--- config.mk ---
export PLATFORM = sky130hd
export DESIGN_NAME = first_one_isolator
export DESIGN_NICKNAME = d
export VERILOG_FILES = /design/src/rtl/first_one_isolator.sv
export SDC_FILE = /design/constraint.sdc
export NUM_CORES = 1
export LEC_CHECK = 0
export BUFFER_PORTS_ARGS = -buffer_cell sky130_fd_sc_hd__buf_4
export CAP_MARGIN = 20
export CORE_MARGIN = 2
export CORE_UTILIZATION = 25
export CTS_BUF_LIST = sky130_fd_sc_hd__clkbuf_4 sky130_fd_sc_hd__clkbuf_8 sky130_fd_sc_hd__clkbuf_16
export DETAILED_ROUTE_END_ITERATION = 8
export PLACE_DENSITY = 0.46
export SLEW_MARGIN = 20
export SYNTH_ARGS = -nofsm -noshare
export SYNTH_HDL_FRONTEND = slang
export SYNTH_SLANG_ARGS = --single-unit
--- constraint.sdc ---
create_clock -name clock -period 0.8 [get_ports clock]
set_input_delay 0.12 -clock clock [delete_from_list [all_inputs] [get_ports clock]]
set_output_delay 0.12 -clock clock [all_outputs]
set_load 0.02 [all_outputs]
--- src/rtl/first_one_isolator.sv ---
// Registered lowest-set-bit isolator: one-hot mask, binary index and found flag,
// captured one cycle behind data_valid.
module first_one_isolator #(
    parameter int WIDTH = 8
) (
    input  logic                                        clock,
    input  logic                                        resetn,
    input  logic                                        data_valid,
    input  logic [WIDTH-1:0]                            data,
    output logic [WIDTH-1:0]                            first_one,
    output logic [((WIDTH > 1) ? $clog2(WIDTH) : 1)-1:0] first_one_index,
    output logic                                        found,
    output logic                                        result_valid
);

    localparam int INDEX_WIDTH = (WIDTH > 1) ? $clog2(WIDTH) : 1;

    logic [WIDTH-1:0]       w_first_one;
    logic [INDEX_WIDTH-1:0] w_index;
    logic                   w_found;

    logic [WIDTH-1:0]       r_first_one;
    logic [INDEX_WIDTH-1:0] r_index;
    logic                   r_found;
    logic                   r_result_valid;

    // Isolate the lowest set bit; two's-complement trick keeps only that bit.
    always_comb begin
        w_first_one = data & (~data + WIDTH'(1'b1));
        w_found     = |data;
    end

    // One-hot to binary: OR together the positions of set bits (at most one is set).
    always_comb begin
        w_index = {INDEX_WIDTH{1'b0}};
        for (int i = 0; i < WIDTH; i++) begin
            w_index = w_index | (w_first_one[i] ? INDEX_WIDTH'(i) : {INDEX_WIDTH{1'b0}});
        end
    end

    // Result register: capture on valid, hold otherwise; result_valid pulses per capture.
    always_ff @(posedge clock or negedge resetn) begin
        if (!resetn) begin
            r_first_one    <= {WIDTH{1'b0}};
            r_index        <= {INDEX_WIDTH{1'b0}};
            r_found        <= 1'b0;
            r_result_valid <= 1'b0;
        end else begin
            r_result_valid <= data_valid;
            if (data_valid) begin
                r_first_one <= w_first_one;
                r_index     <= w_index;
                r_found     <= w_found;
            end else begin
                r_first_one <= r_first_one;
                r_index     <= r_index;
                r_found     <= r_found;
            end
        end
    end

    assign first_one       = r_first_one;
    assign first_one_index = r_index;
    assign found           = r_found;
    assign result_valid    = r_result_valid;

endmodule

* After elaboration in Yosys (flattened, before gate mapping)
Cells that the tools add are included.
Word-level totals: register bits 13, input bits 11
Cells by class: add/subtract/negate cells 1, multiplexer cells 7, bitwise operators 8, reduce and logical (&&, ||, !) cells 1
Operators by type and width (number):
- 3-bit 2-to-1 mux | 4
- 3-bit bitwise OR | 3
- 8-bit by 1-bit adder with 8-bit output (second input constant) | 1
- 8-bit bitwise AND | 1
- 8-bit NOT | 1
- 8-bit OR reduction | 1
- 2-bit 2-to-1 mux | 2
- 2-bit by 3-bit bitwise OR with 3-bit output | 1
- 1-bit by 2-bit bitwise OR with 2-bit output | 1
- 2-bit bitwise OR | 1
- 1-bit 2-to-1 mux | 1

* Logic depth before layout (Yosys ltp)
Gate-level depths: netlist of the first run.
word-level depth 10, depth in mapped cells 3

* Worst setup path before layout of the first run
OpenSTA, ideal clock, no wires.
kind in2reg, start point input port data[1], end point register r_index[0] (netlist: first_one_index[0]), setup time 86 ps, arrival time 750 ps, required time 714 ps, slack -36 ps, cell stages on the path 3, buffers on the path 0, cell sequence nor4_4 -> nand3b_2 -> o221ai_2
On the way: word-level cells in the longest chain between the ends 10, elaborated cells on any way between the ends 13
Ends and longest elaborated chain:
- start, declared | line 9 | input logic [WIDTH-1:0] data,
- 8-bit NOT | line 29 | w_first_one = data & (~data + WIDTH'(1'b1));
- 8-bit by 1-bit adder with 8-bit output | line 29
- 8-bit bitwise AND (*) | line 29
- 1-bit 2-to-1 mux | line 37 | w_index = w_index | (w_first_one[i] ? INDEX_WIDTH'(i) : {INDEX_WIDTH{1'b0}});
- 1-bit by 2-bit bitwise OR with 2-bit output | line 37
- 2-bit bitwise OR | line 37
- 2-bit by 3-bit bitwise OR with 3-bit output | line 37
- 3-bit bitwise OR (2 in a row) | line 37
- 3-bit bitwise OR (*) | line 37
- end signal, assigned | line 45 | r_index <= {INDEX_WIDTH{1'b0}};
- end signal, assigned | line 52 | r_index <= w_index;
- end signal, assigned | line 56 | r_index <= r_index;
- end, declared | line 23 | logic [INDEX_WIDTH-1:0] r_index;
Mark *: on every way between the ends. The rest lies on a longest branch, timed or not. A chain may end at the register's enable or synchronous reset.

* Worst setup path after layout of the first run
start point register r_first_one[7] (netlist: first_one[7]), end point output port first_one[7]
RTL lines:
- start, declared | line 22 | logic [WIDTH-1:0] r_first_one;
- start signal, assigned | line 44 | r_first_one <= {WIDTH{1'b0}};
- start signal, assigned | line 51 | r_first_one <= w_first_one;
- start signal, assigned | line 55 | r_first_one <= r_first_one;
- end, declared | line 10 | output logic [WIDTH-1:0] first_one,
No word-level cell between the ends.

==> results.py, run 1 <==
metrics = {
    "logic_synthesis": {
        "synthCells": 60,
        "synth-seq-cells": 13,
        "synth_edf_count": 0,
        "synth_area_um2": 597,
        "async_reset_ff_share_pct": 100,
        "yosysUniqueCellTypes": 23,
        "syn_nets": 71,
        "ys.flop_type": "dfrtp_1",
        "seq_area_frac_synth_pct": 54.5,
        "ys_warn_count": 0,
        "syn_area_per_cell_um2": 9.95,
    },
    "floorplanning": {
        "io_pins": 24,
        "dieArea_um2": 2790,
        "die_y_um": 52.9,
        "start_util_pct": 26.7,
        "fp-row-count": 17,
        "core-area_um2": 2230,
        "fp.dieW_um": 52.9,
    },
    "cts": {
        "cts-buffers-inserted": 3,
        "clockRootBuffer": "clkbuf_4",
        "cts_sinks": 13,
        "cts_htree_levels": 1,
        "clk_latency_ns": 0.27,
        "cts_tree": "yes",
        "cts.clk_slew.worst_paths_ns": 0.08,
        "clockBufferDepth": 2,
    },
    "hold_path": {
        "min_path_type": "input pin to flop",
    },
    "layout": {
        "insertedDiodeCount": 0,
        "nNetsFinal": 114,
        "area_growth_pct": 74.0,
        "design_area_um2": 1040,
        "drive_gt1_share_pct": 49.0,
        "final_util_pct": 46.5,
    },
    "power": {
        "ir_drop_v": 0.000784,
        "power_density_nw_per_um2": 1420,
        "power_mw": 1.47,
        "p_leak_nw": 0.492,
    },
    "timing": {
        "finalCriticalPeriod_ns": 0.936,
        "finalCritPeriodShare_pct": 117,
        "slew_viol_final": 0,
        "holdWs_ns": 0.0459,
        "fmax_mhz": 1070,
        "rsz0062_at_grt": "yes",
        "hold_viol_final": 0,
        "max_slew_margin_pct": 71.6,
        "fin_worst_skew_ns": 0,
        "postLayoutSetupSlackWorst_ns": -0.136,
        "setup_violations": 14,
        "tightest_slew_ns": 0.423,
    },
    "placement": {
        "port_buffers": 23,
        "placedInstanceArea_um2": 893,
        "gp_congestion": 0.754,
        "hpwl_um": 1070,
        "pre_cts_ws_ns": -0.200,
    },
    "setup_path": {
        "crit_buf_inv": 1,
        "cp-start-kind": "flop",
        "arrival_ns": 0.82,
        "cp_top_family": "flip-flops",
        "worstPathCellList": "buf_6",
        "slowest_delay_ns": 0.41,
        "crit_type": "flop to output pin",
        "worst_setup_path_end_kind": "output pin",
        "path_max_fanout": 2,
        "critPathRequiredTime_ns": 0.68,
        "cp_slowest_cell": "dfrtp_1",
    },
    "global_route": {
        "overflow": 0,
        "grt_pass1_vias": 556,
        "grt_use_total_pct": 11.8,
        "antenna_found_initial": 0,
        "grt_pass1_wl_um": 2340,
        "grt_max_degree": 15,
    },
    "drt": {
        "first_pass_iters": 4,
        "drt_iter0_drc": 2,
        "vias_per_cell": 4.35,
        "wirelength_um": 1400,
        "final_antenna_net_count": 0,
        "drc": 0,
        "vias": 565,
        "wire_per_inst_um": 10.8,
    },
    "run": {
        "maxCapViolCount": 0,
    },
    "run_status": {
        "status": "finished, violations left",
        "violations": "negative setup slack",
    },
}
[layer usage]
metal  routed length [um]  track usage [%]  vias to the layer above
met1                  633             15.5                      257
met3                   93             3.95                        2
li1                     -                -                      290
met2                  666             17.5                       16
met4                    9             5.13                        0
met5                    0                0                        -
[sequential cells by signal (all words and copies together) (netlist names)]
register,cells
found,1
result_valid,1
first_one,8
first_one_index,3
[through the flow]
step / instances / TNS [ns]
after floorplan: 60 / -0.0404
after global placement: 119 / -1.36
after detailed placement: 119 / -1.29
after CTS: 128 / -1.74
after global routing: 130 / -2.23
final: 130 / -1.63
[repair_timing]
action | 4_1_cts | 5_1_grt
endpoints found under the setup margin | 13 | 16
hold buffers | 1 | 0
setup buffers | 4 | 2
endpoints found under the hold margin | 13 | 0
gates resized for setup | 13 | 5
[cells by family after synthesis]
kind of cell | after synthesis | synth area share (%)
mux | 1 | 1.89
buf+inv | 14 | 9.01
simple gates | 18 | 19.9
compound gates | 14 | 14.7
flops | 13 | 54.5
[cell usage after synthesis, drive strengths merged (2+ instances only)]
library cell	count	area, um2
nor4	2	27.5
nor2b	2	12.5
nor2	3	11.3
o22ai	3	18.8
o21ai	7	35.0
inv	12	45.0
dfrtp	13	325
nand3	4	20.0
nand3b	3	26.3
[cells in the final DEF (no fill, tap or decap), drive strengths merged]
cell type    count
a31oi            1
o221ai           1
nand3b           3
or2              1
a211oi           1
nand3            4
nor3             1
mux2             1
o22ai            3
nor2b            2
nand4            1
dfrtp           13
nand2            1
nor2             3
dlygate4sd3      1
buf             39
nor4             2
o21ai            7
inv             12
clkbuf           4
a21oi            1
[worst reg2reg max path: cells and delay by family (launching register included)]
| kind | cells | cell delay, ns |
|---|---|---|
| buffers and inverters | 3 | 0.29 |
| AO/OA/AOI/OAI | 1 | 0.06 |
| flip-flops | 1 | 0.39 |
[area by class of cell]
type	instances	area, um2
Clock buffer	4	30.0
Multi-Input combinational cell	33	234
Timing Repair Buffer	40	368
Fill cell	228	1190
Sequential cell	13	327
Inverter	12	45.0
Tap cell	28	35.0
[path summary, 6_finish.rpt]
| check | start | end | slack (ns) | cells after the start |
|---|---|---|---|---|
| worst max-delay path | first_one[7] | first_one[7] | -0.14 | 1 |
| worst min-delay path | data_valid | result_valid | 0.05 | 1 |
| worst max register to register | first_one[5] | first_one[5] | -0.05 | 4 |
| worst min register to register | first_one[6] | first_one[6] | 0.53 | 2 |
| max in group asynchronous | resetn | first_one[0] | 0.40 | 2 |
| min in group asynchronous | resetn | first_one[3] | 0.23 | 2 |
[power breakdown]
| part | leakage (nW) | switching [mW] | total [mW] | internal, mW |
|---|---|---|---|---|
| logic | 0.307 | 0.150 | 0.328 | 0.177 |
| registers | 0.167 | 0.0205 | 0.708 | 0.687 |
| clock network | 0.0184 | 0.210 | 0.437 | 0.227 |
| total | 0.492 | 0.381 | 1.47 | 1.09 |
Note: power is estimated with default switching activity, not from simulation.
==> run 2: changes to the inputs <==
--- a/config.mk
+++ b/config.mk
@@ -5,13 +5,14 @@
 export SDC_FILE = /design/constraint.sdc
 export NUM_CORES = 1
 export LEC_CHECK = 0
+export ABC_AREA = 1
 export BUFFER_PORTS_ARGS = -buffer_cell sky130_fd_sc_hd__buf_4
 export CAP_MARGIN = 20
 export CORE_MARGIN = 2
 export CORE_UTILIZATION = 25
 export CTS_BUF_LIST = sky130_fd_sc_hd__clkbuf_4 sky130_fd_sc_hd__clkbuf_8 sky130_fd_sc_hd__clkbuf_16
 export DETAILED_ROUTE_END_ITERATION = 8
-export PLACE_DENSITY = 0.46
+export PLACE_DENSITY = 0.45
 export SLEW_MARGIN = 20
 export SYNTH_ARGS = -nofsm -noshare
 export SYNTH_HDL_FRONTEND = slang
==> run 2 against run 1 <==
  * The run still ends with negative setup slack left
  * Cell count rose by 5.4%
  * Maximum frequency fell by 1.4%
  * Register-to-register slack got worse by 0.02 ns
  * Non-clock buffer count is 4 lower
  * Clock power is 3% higher
  * Wire length rose by 8.1%
  * Cell area down 4.5%
  * Die area up 1.5%
  * Global-route usage grew 0.71 points
  * Critical path depth unchanged
  * First-iteration DRC count increased to 4.0 times the previous value
  * Core utilization is 2.5 points lower
  * Critical endpoint is now first_one_index[0]
==> results.py, run 2 <==
metrics = {
    "run_status": {
        "status": "finished, violations left",
        "violations": "negative setup slack",
    },
    "floorplanning": {
        "start_util_pct": 26.9,
        "fp-row-count": 17,
        "fp.dieW_um": 53.3,
        "io_pins": 24,
        "core-area_um2": 2250,
        "dieArea_um2": 2840,
        "die_y_um": 53.3,
    },
    "layout": {
        "final_cell_mix": "buf_4, nand2_1, buf_6",
        "nNetsFinal": 121,
        "final_cells": 137,
        "drive_gt1_share_pct": 45.0,
        "final_util_pct": 44.0,
        "insertedDiodeCount": 0,
        "design_area_um2": 992,
        "fill_cells": 249,
        "largest_register_ffs": 8,
        "area_growth_pct": 63.5,
        "final_common_cell": "buf_4",
    },
    "global_route": {
        "grt_pass1_vias": 581,
        "antenna_found_initial": 0,
        "grt_pass1_wl_um": 2520,
        "grt_use_total_pct": 12.5,
        "grt_max_degree": 14,
        "overflow": 0,
    },
    "setup_path": {
        "r2r_start": "first_one[7]",
        "slowest_delay_ns": 0.41,
        "cp_slowest_cell": "dfrtp_1",
        "crit_buf_inv": 1,
        "r2r-end": "first_one[7]",
        "worst_setup_path_end_kind": "output pin",
        "worstPathCellList": "buf_6",
        "critPathRequiredTime_ns": 0.68,
        "cp-start-kind": "flop",
        "cp_top_family": "flip-flops",
        "reg2reg_slack_ns": -0.07,
        "path_max_fanout": 2,
        "reg2reg_depth": 4,
        "arrival_ns": 0.83,
        "crit_type": "flop to output pin",
        "critPathLaunch": "first_one_index[0]",
        "endpoint": "first_one_index[0]",
        "crit_cells": 1,
    },
    "logic_synthesis": {
        "ys_warn_count": 0,
        "ys.flop_type": "dfrtp_1",
        "synth.area.top_cells": "dfrtp_1, nand2_1, nor2_1",
        "synth_top_cell_by_area": "dfrtp_1",
        "synth_edf_count": 0,
        "seq_area_frac_synth_pct": 53.6,
        "synth.most_common_cell": "nand2_1",
        "yosysUniqueCellTypes": 21,
        "async_reset_ff_share_pct": 100,
        "syn_nets": 81,
        "synth_top_area_share_pct": 53.6,
        "synth_commonest_cells": "nand2_1, dfrtp_1, nor2_1",
        "syn_area_per_cell_um2": 8.67,
        "synth_area_um2": 607,
        "synth-seq-cells": 13,
        "synthCells": 70,
    },
    "power": {
        "power_density_nw_per_um2": 1520,
        "ir_drop_v": 0.000764,
        "power_mw": 1.51,
        "p_leak_nw": 0.512,
    },
    "timing": {
        "postLayoutSetupSlackWorst_ns": -0.149,
        "fin_setup_tns_ns": -1.69,
        "finalCritPeriodShare_pct": 119,
        "fin_worst_skew_ns": 0,
        "tightest_slew_ns": 0.198,
        "max_slew_margin_pct": 86.7,
        "fmax_mhz": 1050,
        "holdWs_ns": 0.107,
        "hold_viol_final": 0,
        "finalCriticalPeriod_ns": 0.949,
        "setup_violations": 14,
        "rsz0062_at_grt": "yes",
        "slew_viol_final": 0,
    },
    "drt": {
        "vias_per_cell": 4.29,
        "drc": 0,
        "wirelength_um": 1520,
        "vias": 588,
        "drt_iter0_drc": 8,
        "final_antenna_net_count": 0,
        "wire_per_inst_um": 11.1,
        "first_pass_iters": 4,
    },
    "cts": {
        "clockRootBuffer": "clkbuf_4",
        "clk_latency_ns": 0.27,
        "cts_tree": "yes",
        "cts_sinks": 13,
        "cts.clk_slew.worst_paths_ns": 0.08,
        "cts-buffers-inserted": 3,
        "clockBufferDepth": 2,
        "cts_htree_levels": 1,
    },
    "hold_path": {
        "min_path_type": "input pin to flop",
    },
    "placement": {
        "gp_congestion": 0.690,
        "pre_cts_ws_ns": -0.0890,
        "port_buffers": 23,
        "hpwl_um": 1160,
        "dp_cells": 127,
        "placedInstanceArea_um2": 862,
    },
    "run": {
        "maxCapViolCount": 0,
    },
}
## run 2: kinds of logic (layout without fill, tap and decap cells)
logic type	Yosys count	after routing	share of synthesized area (%)
AND/OR/NAND/NOR	36	36	28.2
flip-flops	13	13	53.6
AO/OA/AOI/OAI	11	11	11.5
buffers and inverters	10	49	6.60
## run 2: power by group
part | switching, mW | internal (mW)
clock network | 0.222 | 0.227
logic | 0.166 | 0.176
registers | 0.0278 | 0.694
total | 0.416 | 1.10
## run 2: metal layers
| layer | global-route usage [%] | vias up | routed length, um |
|---|---|---|---|
| li1 | - | 297 | - |
| met1 | 16.8 | 273 | 723 |
| met2 | 19.1 | 18 | 702 |
| met3 | 2.82 | 0 | 91 |
| met4 | 5.13 | 0 | 0 |
| met5 | 0 | - | 0 |
## run 2: layout make-up
| type | instances | area, um2 | share of cell area (%) |
|---|---|---|---|
| multi-input combinational | 47 | 241 | 24.3 |
| clock buffer | 4 | 30.0 | 3.03 |
| tap | 28 | 35.0 | 3.53 |
| sequential | 13 | 325 | 32.8 |
| timing repair buffer | 36 | 325 | 32.8 |
| inverter | 9 | 35.0 | 3.53 |
## run 2: repair_timing
action / 4_1_cts / 5_1_grt
hold endpoints to repair: 13 / 0
gates resized for setup: 13 / 2
hold buffers: 1 / 0
setup buffers: 3 / 2
gates cloned: 0 / 0
pin swaps: 0 / 0
endpoints found under the setup margin: 13 / 17
## run 2: worst min-delay path by stage
stage / from / endpoint / slack (ns) / cells past startpoint
final: data_valid / first_one[3] / 0.11 / 3
after global routing: data_valid / first_one[3] / 0.11 / 3
after CTS: data_valid / first_one[3] / 0.1 / 3
after detailed placement: resetn / first_one[0] / -0.02 / 1
after global placement: resetn / first_one[0] / -0.02 / 1
after floorplan: resetn / first_one[0] / -0.18 / 0
